**src/rtl/clk_gen_pkg.sv**
```systemverilog
// Shared types, reset defaults and helpers for the multi-channel clock generator.
package clk_gen_pkg;

  localparam int unsigned CG_HALF_W   = 4;
  localparam int unsigned CG_DEF_HALF = 2;

  typedef struct packed {
    logic [CG_HALF_W-1:0] half;
    logic [CG_HALF_W-1:0] phase;
    logic                 inv;
  } chan_cfg_t;

  typedef enum logic {
    ST_IDLE = 1'b0,
    ST_PEND = 1'b1
  } cfg_state_t;

  localparam chan_cfg_t CFG_RESET = '{
    half:  CG_HALF_W'(CG_DEF_HALF),
    phase: '0,
    inv:   1'b0
  };

  // Keep the phase strictly inside the counter range 0..half-1.
  function automatic logic [CG_HALF_W-1:0] clamp_phase(
    input logic [CG_HALF_W-1:0] half,
    input logic [CG_HALF_W-1:0] phase
  );
    clamp_phase = (phase >= half) ? (half - CG_HALF_W'(1)) : phase;
  endfunction

endpackage

```
**src/rtl/clk_chan.sv**
```systemverilog
// One generated clock channel: half-period counter, toggle bit, registered clock and tick.
module clk_chan
  import clk_gen_pkg::*;
#(
  parameter int unsigned DEF_HALF = CG_DEF_HALF
) (
  input  logic      clock,
  input  logic      reset,
  input  logic      sync,
  input  logic      load_now,
  input  chan_cfg_t cfg,
  output logic      clk_out,
  output logic      tick,
  output logic      at_boundary
);

  chan_cfg_t            cur_q;
  chan_cfg_t            cur_d;
  logic [CG_HALF_W-1:0] cnt_q;
  logic [CG_HALF_W-1:0] cnt_d;
  logic                 raw_q;
  logic                 raw_d;
  logic                 clk_d;
  logic                 tick_d;
  logic                 wrap;

  assign wrap        = (cnt_q == (cur_q.half - CG_HALF_W'(1)));
  // raw falls on the next edge: the only safe point to swap configurations
  assign at_boundary = raw_q & wrap;

  always_comb begin
    cur_d  = cur_q;
    cnt_d  = cnt_q + CG_HALF_W'(1);
    raw_d  = raw_q;
    clk_d  = 1'b0;
    tick_d = 1'b0;
    if (load_now) begin
      cur_d = cfg;
    end
    if (sync) begin
      cnt_d = cur_d.phase;
      raw_d = 1'b0;
    end else if (load_now) begin
      cnt_d = '0;
      raw_d = 1'b0;
    end else if (wrap) begin
      cnt_d = '0;
      raw_d = ~raw_q;
    end
    clk_d  = raw_d ^ cur_d.inv;
    tick_d = clk_d & ~clk_out & ~sync;
  end

  always_ff @(posedge clock or negedge reset) begin
    if (!reset) begin
      cur_q   <= '{half: CG_HALF_W'(DEF_HALF), phase: '0, inv: 1'b0};
      cnt_q   <= '0;
      raw_q   <= 1'b0;
      clk_out <= 1'b0;
      tick    <= 1'b0;
    end else begin
      cur_q   <= cur_d;
      cnt_q   <= cnt_d;
      raw_q   <= raw_d;
      clk_out <= clk_d;
      tick    <= tick_d;
    end
  end

endmodule

```
**src/rtl/clk_phase_gen.sv**
```systemverilog
// Multi-channel clock generator with a glitch-free valid/ready reconfiguration port and sync realign.
module clk_phase_gen
  import clk_gen_pkg::*;
#(
  parameter  int unsigned N_CH     = 4,
  parameter  int unsigned HALF_W   = CG_HALF_W,
  parameter  int unsigned DEF_HALF = CG_DEF_HALF,
  localparam int unsigned CH_W     = (N_CH > 1) ? $clog2(N_CH) : 1
) (
  input  logic              clock,
  input  logic              reset,
  input  logic              sync,
  input  logic              cfg_valid,
  output logic              cfg_ready,
  input  logic [CH_W-1:0]   cfg_chan,
  input  logic [HALF_W-1:0] cfg_half,
  input  logic [HALF_W-1:0] cfg_phase,
  input  logic              cfg_inv,
  output logic              cfg_err,
  output logic [N_CH-1:0]   clk_out,
  output logic [N_CH-1:0]   tick
);

  localparam int unsigned SEL_N = 1 << CH_W;

  cfg_state_t      state_q;
  cfg_state_t      state_d;
  chan_cfg_t       req_cfg;
  chan_cfg_t       pend_cfg;
  chan_cfg_t       apply_cfg;
  logic [CH_W-1:0] pend_chan;
  logic [CH_W-1:0] apply_chan;
  logic [SEL_N-1:0] chan_exists;
  logic [N_CH-1:0] at_boundary;
  logic [N_CH-1:0] load_now;
  logic            accept;
  logic            req_ok;
  logic            pend_vld;
  logic            pend_ld;
  logic            err_d;

  // Channel select codes beyond N_CH-1 are rejected
  always_comb begin
    chan_exists = '0;
    for (int unsigned i = 0; i < SEL_N; i++) begin
      chan_exists[i] = (i < N_CH);
    end
  end

  assign accept   = cfg_valid & cfg_ready;
  assign req_ok   = (cfg_half != '0) & chan_exists[cfg_chan];
  assign pend_vld = (state_q == ST_PEND);

  always_comb begin
    req_cfg       = CFG_RESET;
    req_cfg.half  = CG_HALF_W'(cfg_half);
    req_cfg.phase = clamp_phase(CG_HALF_W'(cfg_half), CG_HALF_W'(cfg_phase));
    req_cfg.inv   = cfg_inv;
  end

  // A pending config lands at its channel's period end or at sync; a fresh one only at sync
  always_comb begin
    apply_cfg  = pend_vld ? pend_cfg  : req_cfg;
    apply_chan = pend_vld ? pend_chan : cfg_chan;
    load_now   = '0;
    for (int unsigned i = 0; i < N_CH; i++) begin
      if (apply_chan == CH_W'(i)) begin
        if (pend_vld) begin
          load_now[i] = sync | at_boundary[i];
        end else begin
          load_now[i] = sync & accept & req_ok;
        end
      end
    end
  end

  always_comb begin
    state_d = state_q;
    pend_ld = 1'b0;
    err_d   = accept & ~req_ok;
    unique case (state_q)
      ST_IDLE: begin
        if (accept && req_ok && !sync) begin
          state_d = ST_PEND;
          pend_ld = 1'b1;
        end
      end
      ST_PEND: begin
        if (|load_now) begin
          state_d = ST_IDLE;
        end
      end
    endcase
  end

  always_ff @(posedge clock or negedge reset) begin
    if (!reset) begin
      state_q   <= ST_IDLE;
      cfg_ready <= 1'b1;
      cfg_err   <= 1'b0;
      pend_chan <= '0;
      pend_cfg  <= CFG_RESET;
    end else begin
      state_q   <= state_d;
      cfg_ready <= (state_d == ST_IDLE);
      cfg_err   <= err_d;
      if (pend_ld) begin
        pend_chan <= cfg_chan;
        pend_cfg  <= req_cfg;
      end
    end
  end

  for (genvar g = 0; g < N_CH; g++) begin : g_chan
    clk_chan #(
      .DEF_HALF(DEF_HALF)
    ) u_chan (
      .clock      (clock),
      .reset      (reset),
      .sync       (sync),
      .load_now   (load_now[g]),
      .cfg        (apply_cfg),
      .clk_out    (clk_out[g]),
      .tick       (tick[g]),
      .at_boundary(at_boundary[g])
    );
  end

endmodule
```
**config.mk**
```make
export PLATFORM = sky130hd
export DESIGN_NAME = clk_phase_gen
export DESIGN_NICKNAME = d
export VERILOG_FILES = /design/src/rtl/clk_gen_pkg.sv /design/src/rtl/clk_chan.sv /design/src/rtl/clk_phase_gen.sv
export SDC_FILE = /design/constraint.sdc
export NUM_CORES = 1
export LEC_CHECK = 0
export ABC_AREA = 1
export ABC_CLOCK_PERIOD_IN_PS = 3440
export CAP_MARGIN = 10
export CORE_MARGIN = 2
export CORE_UTILIZATION = 40
export DETAILED_ROUTE_END_ITERATION = 12
export GPL_ROUTABILITY_DRIVEN = 0
export PLACE_DENSITY = 0.62
export RECOVER_POWER = 25
export SLEW_MARGIN = 20
export SYNTH_ARGS = -nofsm -noshare
export SYNTH_HDL_FRONTEND = slang
export SYNTH_HIERARCHICAL = 1
export SYNTH_SLANG_ARGS = --single-unit
```
**constraint.sdc**
```tcl
create_clock -name clock -period 3.44 [get_ports clock]
set_input_delay 0.688 -clock clock [delete_from_list [all_inputs] [get_ports clock]]
set_output_delay 0.688 -clock clock [all_outputs]
set_load 0.02 [all_outputs]
```
## Yosys cells after proc, flatten, opt, wreduce, memory -nomap -nowiden

Index checks and enable logic that the tools add are counted.

- Flip-flop bits (word level): 78
- Output and inout port bits: 10
- Logic and storage cells: 141

- Reductions and logical operators: 6
- Order comparisons: 2
- Mux-type cells: 45
- Bitwise operators: 37
- $add $sub $neg: 9
- Equality and inequality tests: 7

Operators with widths:

| cell | count |
|---|---|
| $mux W4 | 13 |
| $mux W1 | 24 |
| $mux W5 | 4 |
| $sub A4 B1 Y4 const B | 5 |
| $and A1 B1 Y1 | 17 |
| $add A4 B1 Y4 const B | 4 |
| $eq A4 B4 Y1 | 4 |
| $not A1 Y1 | 12 |
| $mux W9 | 1 |
| $eq A2 B2 Y1 const B | 2 |
| $ge A4 B4 Y1 | 1 |
| $or A1 B1 Y1 | 4 |
| $reduce_bool A4 Y1 | 1 |
| $reduce_or A4 Y1 | 1 |
| $xor A1 B1 Y1 | 4 |
| $lt A2 B3 Y1 const B | 1 |
| $bmux W1 S2 | 1 |
| $eq A2 B1 Y1 const B | 1 |
| $logic_and A1 B1 Y1 | 2 |
| $logic_not A2 Y1 | 1 |
| $mux W2 | 1 |
| $pmux W1 S2 | 1 |
| $logic_not A1 Y1 | 1 |

## Depth between registers and ports, before layout

- Depth after elaboration: 11
- Mapped depth: 20
- Gate-level depth less buffers: 20

## Cells and area by module

The synthesis kept the hierarchy.

Modules (own cells, without submodules):

| module | cells each | area an instance (µm²) | times used |
|---|---|---|---|
| clk_chan at g_chan[2].u_chan ... | 102 | 802.0 | 2 |
| clk_chan at g_chan[0].u_chan ... | 102 | 799.5 | 2 |
| clk_phase_gen | 150 | 1066.0 | 1 |

## Worst setup path before layout

OpenSTA, ideal clock, no wires.

- Path type: register -> register
- Start: register g_chan[1].u_chan/cur_q[6] (netlist bit)
- End: register g_chan[1].u_chan.cnt_q[3]
- Arrival time: 2.377 ns
- Setup time: 0.065 ns
- Stages on the path, launching flop included: 18
- Data required time: 3.375 ns
- Slack: 0.999 ns
- Path buffers: 0
- Path through: dfstp_2 > inv_1 > ha_1 > or2_2 > nand3_1 > nor2_1 > nand2_1 > inv_1 > ha_1 > nor2_1 > nor2_1 > nand2_1 > inv_1 > or2_4 > a21oi_2 > o21a_1 > nand2_1 > nand2_1

- Word-level cells in the longest chain between the ends: 8

Ends and longest elaborated chain:

| item | RTL line | text |
|---|---|---|
| from (decl) | clk_chan.sv:17 | `chan_cfg_t cur_q;` |
| from (signal assigned) | clk_chan.sv:56 | `cur_q <= '{half: CG_HALF_W'(DEF_HALF), phase: '0, inv: 1'b0};` |
| from (signal assigned) | clk_chan.sv:62 | `cur_q <= cur_d;` |
| $sub A4 B1 Y4 * | clk_chan.sv:27 | `assign wrap = (cnt_q == (cur_q.half - CG_HALF_W'(1)));` |
| $eq A4 B4 Y1 * | clk_chan.sv:27 |  |
| $and A1 B1 Y1 * | clk_chan.sv:29 | `assign at_boundary = raw_q & wrap;` |
| net at_boundary[1] | clk_phase_gen.sv:34 | `logic [N_CH-1:0] at_boundary;` |
| $or A1 B1 Y1 * | clk_phase_gen.sv:69 | `load_now[i] = sync \| at_boundary[i];` |
| $mux W1 * | clk_phase_gen.sv:68 | `if (pend_vld) begin` |
| $mux W1 * | clk_phase_gen.sv:67 | `if (apply_chan == CH_W'(i)) begin` |
| net load_now[1] | clk_phase_gen.sv:35 | `logic [N_CH-1:0] load_now;` |
| $mux W4 / $mux W5 (equally long branches) | clk_chan.sv:43, clk_chan.sv:37 |  |
| $mux W4 * | clk_chan.sv:40 | `if (sync) begin` |
| net g_chan[1].u_chan.cnt_d[3] | clk_chan.sv:20 | `logic [CG_HALF_W-1:0] cnt_d;` |
| to (signal assigned) | clk_chan.sv:63 | `cnt_q <= cnt_d;` |
| to (decl) | clk_chan.sv:19 | `logic [CG_HALF_W-1:0] cnt_q;` |

Mark *: on every way through the listed nets, which the timed path passes. The rest lies on a longest branch.
A chain may end at the register's enable or synchronous reset.

## Final worst setup path

Ends and elaborated chain as after synthesis.

==> results.json <==
{
  "grt_pass1_wl_mm": 15.8,
  "dpl_cell_area_um2": 4700,
  "violations": "max-capacitance violations, max-slew violations",
  "dp_cells": 721,
  "htreeDepth": 3,
  "grt_use_total_pct": 17.8,
  "floorplan.initialDensity_pct": 41.4,
  "cts_made_buffers": 9,
  "clock_path_buffers": 2,
  "synth_flop_cell": "dfrtp_1",
  "dpl.hpwl_mm": 6.38,
  "cts_resized": 0,
  "tns_ns": 0,
  "core.rowCount": 37,
  "dieArea_um2": 11500,
  "status": "finished with violations",
  "fin_nets": 628,
  "via_count": 3432,
  "max_cap_viol_count": 1,
  "drive_gt1_share_pct": 11.8,
  "powerDensity_nw_per_um2": 904,
  "cp-end-kind": "register",
  "slew_violations": 79,
  "finalSetupViolCount": 0,
  "seq_area_frac_synth_pct": 45.9,
  "fin_area_um2": 4930,
  "drc": 0,
  "ios": 25,
  "vias_per_cell": 4.66,
  "drtAntennaViolNets": 0,
  "wl_per_cell_um": 12.3,
  "worst_slew_pin_slew_ns": 1.94,
  "synthTopCellsByArea": "dfrtp_1 42%, nand2_1 20%, inv_1 5.8%, ha_1 5.0%, dfstp_2 3.7%",
  "postCtsSetupBuffers": 0,
  "netlist_instances": 558,
  "synth-seq-cells": 78,
  "required_ns": 3.74,
  "crit_fanout": 11,
  "clk_pin_slew_ns": 0.08,
  "area_delta_synth_final_pct": 15.5,
  "synth_nets": 590,
  "grt_start_max_net_pins": 79,
  "antenna_found_initial": 0,
  "netlist.top_cell.by_area": "dfrtp_1",
  "synth_top_area_share_pct": 42.2,
  "period_needed_ns": 2.85,
  "stdcell_count": 737,
  "start_kind": "register",
  "postCtsHoldBufs": 0,
  "die_x_um": 107,
  "hold_path_class": "register to register",
  "detail_route.iter0.violations": 159,
  "max_freq_ghz": 0.351,
  "synth_most_common_cell": "nand2_1",
  "synth_area_per_cell_um2": 7.65,
  "clkLatencyLatePin_ns": 0.36,
  "cts-root-buf": "clkbuf_8",
  "routed_wl_mm": 9.04,
  "async_flop_share_pct": 100,
  "port-buffer-count": 24,
  "grt.overflow.total": 0,
  "core_um2": 10300,
  "leakagePower_nw": 2.61,
  "diodes": 0,
  "worstPathArrival_ns": 3.15,
  "dieHeight_um": 107,
  "first_pass_iters": 4,
  "period_share_pct": 82.8,
  "grt_pass1_vias": 3433,
  "critPathKind": "register to register",
  "synth_edf_count": 0,
  "cts_tree": "done",
  "synthTopCellsByCount": "227 x nand2_1, 72 x dfrtp_1, 66 x inv_1",
  "rsz0062_at_grt": "no",
  "slew_headroom_pct": -29.1,
  "yosys_warnings": 6,
  "final_hold_viol_count": 0,
  "vdd_drop_max_mv": 0.351,
  "syn_area_um2": 4270,
  "yosysUniqueCellTypes": 30,
  "final.setup_skew_ns": 0.00729,
  "cts.sinks": 78
}
per-stage QoR:
stage / utilization (%) / power [W] / hold WS (ns) / setup WS [ns]
4_1_cts: 47.8 / 0.00451 / 0.437 / 0.573
3_3_place_gp: 45.6 / 0.00361 / 0.424 / 0.514
2_1_floorplan: - / 0.00311 / 0.392 / 0.999
6_report: 47.8 / 0.00446 / 0.433 / 0.592
5_1_grt: 47.8 / 0.00492 / 0.452 / 0.298
3_5_place_dp: 45.6 / 0.00368 / 0.424 / 0.511
layout make-up:
class / count / area (um^2)
fill: 991 / 5390
multi-input combinational: 399 / 1980
sequential: 78 / 1960
timing repair buffer: 34 / 310
inverter: 74 / 283
tap: 136 / 170
clock buffer: 12 / 135
clock inverter: 4 / 95.1
sequential cells by signal (all words and copies together) (netlist names):
name	count
cfg_err	1
g_chan.u_chan/cur_q	36
pend_cfg	9
pend_chan	2
pend_vld	1
g_chan.u_chan/raw_q	4
g_chan.u_chan/tick	4
g_chan.u_chan/clk_out	4
cfg_ready	1
g_chan.u_chan/cnt_q	16
critical path, cell delays in order (launching register included):
cell and delay, ns:
dfstp_2 0.52, inv_1 0.05, ha_1 0.28, or2_2 0.29, nand3_1 0.09, nor2_1 0.05
nand2_1 0.14, inv_1 0.07, ha_1 0.19, nor2_1 0.10, nor2_1 0.05, nand2_1 0.07
inv_1 0.10, buf_4 0.19, or2_4 0.27, a21oi_2 0.10, o21a_1 0.12, nand2_1 0.05
nand2_1 0.05
path summary, 6_finish.rpt:
check | from | end | slack (ns) | cells after the start
max | g_chan[1].u_chan/cur_q[6] | g_chan[1].u_chan/cnt_q[3] | 0.59 | 18
min | g_chan[0].u_chan/clk_out | g_chan[0].u_chan/tick | 0.43 | 1
max reg2reg | g_chan[1].u_chan/cur_q[6] | g_chan[1].u_chan/cnt_q[3] | 0.59 | 18
min reg2reg | g_chan[0].u_chan/clk_out | g_chan[0].u_chan/tick | 0.43 | 1
max in group asynchronous | reset | g_chan[3].u_chan/cnt_q[3] | 1.43 | 1
min in group asynchronous | reset | g_chan[2].u_chan/cur_q[7] | 0.83 | 1
power by group:
part	switching [W]	leakage, nW	total (W)	internal (W)
Clock	0.000332	0.115	0.000814	0.000482
Sequential	0.000271	0.960	0.00165	0.00138
Combinational	0.00122	1.54	0.00199	0.000776
Total	0.00182	2.61	0.00446	0.00264
placed cells by master, fill, tap and decap left out, drive strengths merged:
cell type      count
nor2              46
clkinv             1
dfstp              6
inv               74
nor3               4
or2                8
o21ai             35
clkdlybuf4s50     23
buf               10
xor2               1
a21oi              5
clkbuf            13
nor3b              4
nand2            234
bufinv             3
xnor2              5
dfrtp             72
nand4              5
nand3             31
ha                17
o21a               4
kinds of logic after synthesis:
group | share of synthesized area [%]
xor gates and xnor gates | 1.23
adders and majority gates | 4.98
buffers and inverters | 7.74
and+or+nand+nor | 33.9
DFF | 45.9
AOI/OAI and AO/OA | 6.27
metal layers:
metal	GRT usage (%)	part of all wire (%)	vias up
met4	9.09	3.0	0
li1	-	-	1805
met1	22.0	47	1570
met2	29.4	47	42
met5	0	0	-
met3	3.63	3.5	15
(Power assumes the default switching activity.)
